[config.mk]
export PLATFORM = sky130hd
export DESIGN_NAME = nasti_stream_writer_flat
export DESIGN_NICKNAME = d
export VERILOG_FILES = /design/src/rtl/nasti_pkg.sv /design/src/rtl/nasti_if.sv /design/src/rtl/nasti_stream_writer.sv /design/src/flat_wrapper.sv
export SDC_FILE = /design/constraint.sdc
export NUM_CORES = 1
export LEC_CHECK = 0
export ABC_AREA = 1
export CAP_MARGIN = 30
export CORE_AREA = 2 2 177 179
export CTS_BUF_LIST = sky130_fd_sc_hd__clkbuf_4 sky130_fd_sc_hd__clkbuf_8 sky130_fd_sc_hd__clkbuf_16
export CTS_CLUSTER_DIAMETER = 30
export DETAILED_ROUTE_END_ITERATION = 10
export DIE_AREA = 0 0 179 181
export PLACE_DENSITY_LB_ADDON = 0.3
export SETUP_SLACK_MARGIN = 0.5
export SYNTH_ARGS = -nofsm -noshare
export SYNTH_HDL_FRONTEND = slang
export SYNTH_SLANG_ARGS = --single-unit
[constraint.sdc]
create_clock -name aclk -period 5.8 [get_ports aclk]
set_input_delay 1.74 -clock aclk [delete_from_list [all_inputs] [get_ports aclk]]
set_output_delay 1.74 -clock aclk [all_outputs]
set_load 0.02 [all_outputs]
[src/rtl/nasti_pkg.sv]
// Shared NASTI definitions.
// Holds the stream-writer FSM state type and the NASTI burst-type and
// write-response encodings used by both the design and its bench.
package nasti_pkg;

  // Write engine states: wait for a request, issue AW, stream W beats,
  // then wait for the B response.
  typedef enum logic [1:0] {
    IDLE = 2'd0,
    ADDR = 2'd1,
    DATA = 2'd2,
    RESP = 2'd3
  } writer_state_e;

  localparam logic [1:0] BURST_FIXED = 2'b00;
  localparam logic [1:0] BURST_INCR  = 2'b01;
  localparam logic [1:0] BURST_WRAP  = 2'b10;

  localparam logic [1:0] RESP_OKAY   = 2'b00;
  localparam logic [1:0] RESP_EXOKAY = 2'b01;
  localparam logic [1:0] RESP_SLVERR = 2'b10;
  localparam logic [1:0] RESP_DECERR = 2'b11;

endpackage

[src/rtl/nasti_if.sv]
// NASTI channel bundles.
// nasti_stream_channel: AXI-stream style source (t_valid/t_ready/t_data/t_last).
// nasti_channel: memory-mapped channel with AW, W, B and a minimal AR/R pair
// (only the handshake bits, since writers tie the read side off).
interface nasti_stream_channel #(
  parameter int N_DATA = 64
) ();
  logic              t_valid;
  logic              t_ready;
  logic [N_DATA-1:0] t_data;
  logic              t_last;

  modport master (output t_valid, t_data, t_last, input t_ready);
  modport slave  (input t_valid, t_data, t_last, output t_ready);
endinterface

interface nasti_channel #(
  parameter int ID_WIDTH   = 4,
  parameter int ADDR_WIDTH = 64,
  parameter int DATA_WIDTH = 64
) ();
  logic [ID_WIDTH-1:0]     aw_id;
  logic [ADDR_WIDTH-1:0]   aw_addr;
  logic [7:0]              aw_len;
  logic [2:0]              aw_size;
  logic [1:0]              aw_burst;
  logic                    aw_lock;
  logic [3:0]              aw_cache;
  logic [2:0]              aw_prot;
  logic                    aw_valid;
  logic                    aw_ready;

  logic [DATA_WIDTH-1:0]   w_data;
  logic [DATA_WIDTH/8-1:0] w_strb;
  logic                    w_last;
  logic                    w_valid;
  logic                    w_ready;

  logic [1:0]              b_resp;
  logic                    b_valid;
  logic                    b_ready;

  logic                    ar_valid;
  logic                    ar_ready;
  logic                    r_valid;
  logic                    r_ready;

  modport master (
    output aw_id, aw_addr, aw_len, aw_size, aw_burst, aw_lock, aw_cache, aw_prot, aw_valid,
    input  aw_ready,
    output w_data, w_strb, w_last, w_valid,
    input  w_ready,
    input  b_resp, b_valid,
    output b_ready,
    output ar_valid,
    input  ar_ready,
    input  r_valid,
    output r_ready
  );
endinterface

[src/rtl/nasti_stream_writer.sv]
// nasti_stream_writer
// Writes an incoming data stream to memory as a sequence of INCR bursts of
// at most MAX_BURST_LENGTH beats, one burst in flight at a time.
// Ports:
//   aclk, aresetn  clock and asynchronous active-low reset
//   src            stream source (slave side), passed straight through to W
//   dest           NASTI master: drives AW, W, b_ready; read side tied off
//   w_dst, w_len   request byte address / byte length (beat aligned)
//   w_valid        request valid; accepted while w_ready is high
//   w_ready        high when idle
//   w_err          sticky error for the current/last request
module nasti_stream_writer
  import nasti_pkg::*;
#(
  parameter int ADDR_WIDTH       = 64,
  parameter int DATA_WIDTH       = 64,
  parameter int MAX_BURST_LENGTH = 8
) (
  input  logic                  aclk,
  input  logic                  aresetn,
  nasti_stream_channel.slave    src,
  nasti_channel.master          dest,
  input  logic [ADDR_WIDTH-1:0] w_dst,
  input  logic [ADDR_WIDTH-1:0] w_len,
  input  logic                  w_valid,
  output logic                  w_ready,
  output logic                  w_err
);

  localparam int DATA_BYTE_CNT = DATA_WIDTH / 8;
  localparam int SHIFT         = $clog2(DATA_BYTE_CNT);
  localparam int BEAT_W        = $clog2(MAX_BURST_LENGTH + 1);
  localparam logic [ADDR_WIDTH-1:0] ALIGN_MASK = ADDR_WIDTH'((1 << SHIFT) - 1);

  writer_state_e           state_q, state_d;
  logic [ADDR_WIDTH-1:0]   addr_q;
  logic [ADDR_WIDTH-1:0]   remaining_q;
  logic [BEAT_W-1:0]       beat_cnt_q;
  logic [BEAT_W-1:0]       burst_beats_q;
  logic                    err_q;

  logic [ADDR_WIDTH-1:0]   remaining_beats;
  logic [BEAT_W-1:0]       next_beats;
  logic [ADDR_WIDTH-1:0]   burst_bytes;
  logic                    aw_fire;
  logic                    w_fire;
  logic                    b_fire;
  logic                    last_beat;
  logic                    req_final;

  // Size of the next burst, derived from what is left of the request.
  // remaining_q only changes on the AW handshake, so aw_len stays stable
  // while aw_valid is held.
  assign remaining_beats = remaining_q >> SHIFT;
  assign next_beats  = (remaining_beats > ADDR_WIDTH'(MAX_BURST_LENGTH))
                     ? BEAT_W'(MAX_BURST_LENGTH)
                     : remaining_beats[BEAT_W-1:0];
  assign burst_bytes = ADDR_WIDTH'(next_beats) << SHIFT;

  assign aw_fire   = (state_q == ADDR) && (remaining_q != '0) && dest.aw_ready;
  assign w_fire    = (state_q == DATA) && src.t_valid && dest.w_ready;
  assign b_fire    = (state_q == RESP) && dest.b_valid;
  assign last_beat = (beat_cnt_q == burst_beats_q - BEAT_W'(1));
  // remaining_q was already reduced at the AW handshake, so zero here means
  // this burst carries the tail of the request.
  assign req_final = last_beat && (remaining_q == '0);

  // Fixed AXI attributes and the unused read side.
  assign dest.aw_id    = '0;
  assign dest.aw_size  = 3'(SHIFT);
  assign dest.aw_burst = BURST_INCR;
  assign dest.aw_cache = '0;
  assign dest.aw_prot  = '0;
  assign dest.aw_lock  = 1'b0;
  assign dest.w_strb   = '1;
  assign dest.ar_valid = 1'b0;
  assign dest.r_ready  = 1'b0;
  assign w_err         = err_q;

  // Next-state and handshake outputs. W is a pure combinational
  // pass-through of the stream so nothing is ever buffered here.
  always_comb begin
    state_d      = state_q;
    w_ready      = 1'b0;
    dest.aw_valid = 1'b0;
    dest.aw_addr  = addr_q;
    dest.aw_len   = 8'(next_beats - BEAT_W'(1));
    dest.w_valid  = 1'b0;
    dest.w_data   = src.t_data;
    dest.w_last   = 1'b0;
    dest.b_ready  = 1'b0;
    src.t_ready   = 1'b0;

    unique case (state_q)
      IDLE: begin
        w_ready = 1'b1;
        if (w_valid) state_d = ADDR;
      end
      ADDR: begin
        // A zero-length request finishes here without touching the bus.
        if (remaining_q == '0) begin
          state_d = IDLE;
        end else begin
          dest.aw_valid = 1'b1;
          if (dest.aw_ready) state_d = DATA;
        end
      end
      DATA: begin
        dest.w_valid = src.t_valid;
        dest.w_last  = last_beat;
        src.t_ready  = dest.w_ready;
        if (w_fire && last_beat) state_d = RESP;
      end
      RESP: begin
        dest.b_ready = 1'b1;
        if (dest.b_valid) state_d = (remaining_q != '0) ? ADDR : IDLE;
      end
      default: state_d = IDLE;
    endcase
  end

  // State, address/length bookkeeping, beat counter and sticky error.
  always_ff @(posedge aclk or negedge aresetn) begin
    if (!aresetn) begin
      state_q       <= IDLE;
      addr_q        <= '0;
      remaining_q   <= '0;
      beat_cnt_q    <= '0;
      burst_beats_q <= '0;
      err_q         <= 1'b0;
    end else begin
      state_q <= state_d;
      if (state_q == IDLE && w_valid) begin
        addr_q      <= w_dst & ~ALIGN_MASK;
        remaining_q <= w_len & ~ALIGN_MASK;
        err_q       <= 1'b0;
      end
      if (aw_fire) begin
        burst_beats_q <= next_beats;
        beat_cnt_q    <= '0;
        addr_q        <= addr_q + burst_bytes;
        remaining_q   <= remaining_q - burst_bytes;
      end
      if (w_fire) begin
        beat_cnt_q <= last_beat ? '0 : beat_cnt_q + BEAT_W'(1);
        // t_last must line up exactly with the end of the request.
        if (src.t_last != req_final) err_q <= 1'b1;
      end
      if (b_fire && dest.b_resp != RESP_OKAY) err_q <= 1'b1;
    end
  end

  // Requests are expected to be beat aligned; the low bits are dropped.
  assert property (@(posedge aclk) disable iff (!aresetn)
                   (w_valid && w_ready) |-> (((w_dst | w_len) & ALIGN_MASK) == '0))
    else $error("nasti_stream_writer: unaligned request");

endmodule

[src/flat_wrapper.sv]
// flat-port wrapper written by rule: the top's interface ports become plain ports
module nasti_stream_writer_flat import nasti_pkg::*;
#(
  parameter int ADDR_WIDTH       = 64,
  parameter int DATA_WIDTH       = 64,
  parameter int MAX_BURST_LENGTH = 8
)
  (aclk, aresetn, w_dst, w_len, w_valid, w_ready, w_err, src_t_valid, src_t_data, src_t_last, src_t_ready, dest_aw_id, dest_aw_addr, dest_aw_len, dest_aw_size, dest_aw_burst, dest_aw_lock, dest_aw_cache, dest_aw_prot, dest_aw_valid, dest_aw_ready, dest_w_data, dest_w_strb, dest_w_last, dest_w_valid, dest_w_ready, dest_b_resp, dest_b_valid, dest_b_ready, dest_ar_valid, dest_ar_ready, dest_r_valid, dest_r_ready);
  nasti_stream_channel #(.N_DATA((64))) src_i ();
  nasti_channel #(.ADDR_WIDTH(ADDR_WIDTH), .DATA_WIDTH(DATA_WIDTH)) dest_i ();
  input  logic aclk;
  input  logic aresetn;
  input  logic [ADDR_WIDTH-1:0] w_dst;
  input  logic [ADDR_WIDTH-1:0] w_len;
  input  logic w_valid;
  output logic w_ready;
  output logic w_err;
  input wire logic [$bits(src_i.t_valid)-1:0] src_t_valid;
  input wire logic [$bits(src_i.t_data)-1:0] src_t_data;
  input wire logic [$bits(src_i.t_last)-1:0] src_t_last;
  output wire logic [$bits(src_i.t_ready)-1:0] src_t_ready;
  output wire logic [$bits(dest_i.aw_id)-1:0] dest_aw_id;
  output wire logic [$bits(dest_i.aw_addr)-1:0] dest_aw_addr;
  output wire logic [$bits(dest_i.aw_len)-1:0] dest_aw_len;
  output wire logic [$bits(dest_i.aw_size)-1:0] dest_aw_size;
  output wire logic [$bits(dest_i.aw_burst)-1:0] dest_aw_burst;
  output wire logic [$bits(dest_i.aw_lock)-1:0] dest_aw_lock;
  output wire logic [$bits(dest_i.aw_cache)-1:0] dest_aw_cache;
  output wire logic [$bits(dest_i.aw_prot)-1:0] dest_aw_prot;
  output wire logic [$bits(dest_i.aw_valid)-1:0] dest_aw_valid;
  input wire logic [$bits(dest_i.aw_ready)-1:0] dest_aw_ready;
  output wire logic [$bits(dest_i.w_data)-1:0] dest_w_data;
  output wire logic [$bits(dest_i.w_strb)-1:0] dest_w_strb;
  output wire logic [$bits(dest_i.w_last)-1:0] dest_w_last;
  output wire logic [$bits(dest_i.w_valid)-1:0] dest_w_valid;
  input wire logic [$bits(dest_i.w_ready)-1:0] dest_w_ready;
  input wire logic [$bits(dest_i.b_resp)-1:0] dest_b_resp;
  input wire logic [$bits(dest_i.b_valid)-1:0] dest_b_valid;
  output wire logic [$bits(dest_i.b_ready)-1:0] dest_b_ready;
  output wire logic [$bits(dest_i.ar_valid)-1:0] dest_ar_valid;
  input wire logic [$bits(dest_i.ar_ready)-1:0] dest_ar_ready;
  input wire logic [$bits(dest_i.r_valid)-1:0] dest_r_valid;
  output wire logic [$bits(dest_i.r_ready)-1:0] dest_r_ready;
  assign src_i.t_valid = src_t_valid;
  assign src_i.t_data = src_t_data;
  assign src_i.t_last = src_t_last;
  assign src_t_ready = src_i.t_ready;
  assign dest_aw_id = dest_i.aw_id;
  assign dest_aw_addr = dest_i.aw_addr;
  assign dest_aw_len = dest_i.aw_len;
  assign dest_aw_size = dest_i.aw_size;
  assign dest_aw_burst = dest_i.aw_burst;
  assign dest_aw_lock = dest_i.aw_lock;
  assign dest_aw_cache = dest_i.aw_cache;
  assign dest_aw_prot = dest_i.aw_prot;
  assign dest_aw_valid = dest_i.aw_valid;
  assign dest_i.aw_ready = dest_aw_ready;
  assign dest_w_data = dest_i.w_data;
  assign dest_w_strb = dest_i.w_strb;
  assign dest_w_last = dest_i.w_last;
  assign dest_w_valid = dest_i.w_valid;
  assign dest_i.w_ready = dest_w_ready;
  assign dest_i.b_resp = dest_b_resp;
  assign dest_i.b_valid = dest_b_valid;
  assign dest_b_ready = dest_i.b_ready;
  assign dest_ar_valid = dest_i.ar_valid;
  assign dest_i.ar_ready = dest_ar_ready;
  assign dest_i.r_valid = dest_r_valid;
  assign dest_r_ready = dest_i.r_ready;
  nasti_stream_writer #(.ADDR_WIDTH(ADDR_WIDTH), .DATA_WIDTH(DATA_WIDTH), .MAX_BURST_LENGTH(MAX_BURST_LENGTH)) u_core (.aclk(aclk), .aresetn(aresetn), .src(src_i), .dest(dest_i), .w_dst(w_dst), .w_len(w_len), .w_valid(w_valid), .w_ready(w_ready), .w_err(w_err));
endmodule
==> results.md, run 1 <==
* Number of flops mapped to enable cells by yosys at 0
* First DRT Iteration DRCs at 849
* Syn_area_per_cell at 6.83 sq um
* Die Area at 32400 sq um
* Worst-path clk slew at 70 ps
* Clock sink count at 133
* CP Max Fanout at 7
* Top_reg_cell synth: dfrtp_1
* Clock latency on the worst-skew pair at 430 ps
* Crit-path slowest cell: clkdlybuf4s50_1
* Distinct cells, synth at 46
* Startpoint Class: register
* Core region area at 30300 sq um
* Max-slew violation count at 0
* WL/cell at 18.1 um
* CP cell instances: nor2_1 > nand2_1 > nor2_1 > nand2_1 > nor2_4 > nand2_4 > nand2_4 > inv_2 > nor2_1 > inv_1 > ha_1 > nand3_1 > inv_1 > clkdlybuf4s50_1
* Die width at 179 um
* Drt total wl at 37.5 mm
* Fin Hold WS at 504 ps
* Met2 wire length at 18.0 mm
* Dpl hpwl at 28.6 mm
* Max-slew headroom at 0.440
* Initial antenna violation count at 0
* CP arrival at 3320 ps
* Synthesized instance count at 1539
* Max frequency at 197 MHz
* Clk_skew at 15.6 ps
* Non-Filler Instances at 2075
* Design Area, Final at 13000 sq um
* Vias in the first global route at 10400
* Filler instances at 3140
* Grt ovf at 0
* Top Family by Delay on Critical Path: simple AND/OR/NAND/NOR gates
* Yosys warning count at 0
* Most frequent CP cell: nor2_1
* CTS H-Tree Depth at 4
* Setup Total Neg Slack at 0 ps
* Crit path from: u_core.remaining_q[28]
* CTS root buffer: clkbuf_16
* Worst Path Class, Setup: register to output pin
* Status: complete, no violations
* Share of post-route cells with drive strength above 1 at 0.0518
* CTS max path bufs at 2
* Initial core utilization at 0.346
* Tmin final at 5060 ps
* Ant diodes at 0
* M1 WL at 15.6 mm
* Sequential area share after synthesis at 0.317
* Crit-path max cell delay at 540 ps
* Number of buffers created by CTS at 17
* Detailed-route DRC error count at 0
* CTS resizes at 0
* Final nets at 1880
* Drt first pass iters at 7
* Synthesis-to-finish area growth at 23.4%
* I/O Buffers at 207
* RSZ-0062 raised after global routing: true
* Final hold violations at 0
* Power Dens Cells at 476 nW/um^2
* Period utilization at 0.873
* Crit path buf inv count at 4
* Post-Place Cells at 2044
* Postcts setup bufs at 0
* Tightest Hold Check Type: register to register
* Global placer's final weighted congestion at 0.970
* Uppermost layer routed: met4
* Number of max-cap violations at 0
* Standard-cell rows at 64
* Die H at 181 um
* Final setup vio count at 0
* Largest vdd supply drop at 0.222 mV
* Ys async rst share at 1.00
* Via count at 10500
* Wire length on met3 at 2.53 mm
* Slew @ Worst Pin at 841 ps
* First-pass GRT wire length at 57.7 mm
* Routed Antenna Nets at 0
* R2r setup slk at 1160 ps
* CP endpoint kind: output pin
* Largest net degree at the start of global routing at 84
* Post-CTS Hold Buffers at 0
* Netlist Area Pre-Place at 10500 sq um
* CTS tree: built
* LEAKAGE at 0.00540 uW
* FF+latch count, synth at 133
* Via density per instance at 5.06
* Gr usage total at 0.231
* Worst EP required at 4060 ps
* Hold Startpoint: u_core.burst_beats_q[3]
* RR Startpoint: u_core.remaining_q[28]
* Area of placed instances at 12300 sq um
* I/O pins at 374
[worst reg2reg max path, cell delays in order (launching register included)]
cell      delay, ps
dfrtp_1         440
nor2_1          160
nand2_1         150
nor2_1          140
nand2_1         110
nor2_4          230
nand2_4         170
nand2_4         160
nand2_1         160
inv_1           100
ha_1            210
inv_1           130
fa_1            450
nor2_1          130
o21a_1          210
nand2_1         160
inv_2           190
nand3_1         210
nor3_2          450
nand2_1         210
nor2_1          130
nand2_1          60
nand3_1          80
o211ai_1         80
[cells in the mapped netlist, drive strengths merged (8+ instances only)]
master / instances / area share
nand3: 90 / 0.043
ha: 8 / 0.0095
o22ai: 9 / 0.0054
nor3: 49 / 0.026
o221ai: 12 / 0.010
buf: 126 / 0.086
nor2: 217 / 0.085
a21oi: 19 / 0.0090
inv: 169 / 0.060
dfrtp: 133 / 0.32
nor4: 12 / 0.0071
nand4: 39 / 0.023
o21ai: 37 / 0.018
xnor2: 15 / 0.013
o211ai: 70 / 0.050
nand2: 423 / 0.16
xor2: 65 / 0.054
clkbuf: 13 / 0.0046
[flip-flops by register name, summed over array words and instances, names as in the netlist]
register              cells
u_core.dest.aw_addr      61
u_core.state_q            2
u_core.burst_beats_q      4
u_core.beat_cnt_q         4
u_core.remaining_q       61
u_core.w_err              1
[cell families after synthesis]
kind of cell / share of synthesized area
AOI/OAI and AO/OA: 0.107
xor gates and xnor gates: 0.0667
adders and majority gates: 0.0114
buffers and inverters: 0.151
DFF: 0.317
other: 0.000715
and+or+nand+nor: 0.346
[final timing paths]
kind                                           endpoint  cells past startpoint
worst max-delay path                     dest_aw_len[4]                     14
worst min-delay path            u_core.burst_beats_q[3]                      2
worst max register to register  u_core.dest.aw_addr[57]                     23
worst min register to register  u_core.burst_beats_q[3]                      2
max in group asynchronous       u_core.dest.aw_addr[41]                      2
min in group asynchronous        u_core.remaining_q[25]                      1
[metal layers]
metal / GRT usage / vias to the layer above
met4: 0.0885 / 0
met1: 0.286 / 4888
li1: - / 5133
met2: 0.390 / 408
met5: 0 / -
met3: 0.0484 / 76
[per-stage QoR]
| stage | setup WS (ps) | util | power [uW] |
|---|---|---|---|
| floorplan | 1980 | - | 3890 |
| global placement | 1080 | 0.407 | 4970 |
| detailed placement | 1050 | 0.407 | 5010 |
| CTS | 581 | 0.427 | 6190 |
| global route | 450 | 0.427 | 6640 |
| finish | 736 | 0.427 | 6180 |
[cell type report]
| cell class | instances | area (sq um) | area share |
|---|---|---|---|
| multi-input combinational | 1126 | 5700 | 0.439 |
| sequential | 133 | 3330 | 0.257 |
| timing repair buffer | 219 | 2200 | 0.170 |
| inverter | 170 | 639 | 0.0493 |
| tap | 396 | 495 | 0.0382 |
| clock buffer | 19 | 453 | 0.0349 |
| clock inverter | 12 | 154 | 0.0119 |
[placed cells by master, fill, tap and decap left out, types with 3 or more instances in the layout]
master and count:
a21oi_1 19, a22oi_1 3, and2_1 4, buf_4 10
bufinv_16 3, clkbuf_16 17, clkdlybuf4s50_1 201, clkinv_2 4
clkinvlp_4 3, conb_1 31, dfrtp_1 133, dlymetal6s2s_1 5
ha_1 8, inv_1 164, inv_2 4, nand2_1 410
nand2_2 10, nand2_4 3, nand3_1 89, nand4_1 39
nor2_1 201, nor2_2 9, nor2_4 6, nor3_1 45
nor3_2 3, nor4_1 12, o211ai_1 70, o21a_1 7
o21ai_0 28, o21ai_1 9, o21bai_1 3, o221ai_1 12
o22ai_1 9, or2_2 4, xnor2_1 15, xor2_1 65
[power breakdown]
group,internal [uW],leakage (uW),switching [uW]
registers,1360,0.00166,552
logic,1200,0.00344,1910
clock network,697,0.000291,460
total,3250,0.00540,2930
(Power assumes the default switching activity.)
==> inputs of run 2 (changes only) <==
--- a/config.mk
+++ b/config.mk
@@ -14,6 +14,7 @@
 export DIE_AREA = 0 0 179 181
 export PLACE_DENSITY_LB_ADDON = 0.3
 export SETUP_SLACK_MARGIN = 0.5
+export SLEW_MARGIN = 15
 export SYNTH_ARGS = -nofsm -noshare
 export SYNTH_HDL_FRONTEND = slang
 export SYNTH_SLANG_ARGS = --single-unit
==> results of run 2 <==
Final layout, timing and power as in run 1 (identical DEF).
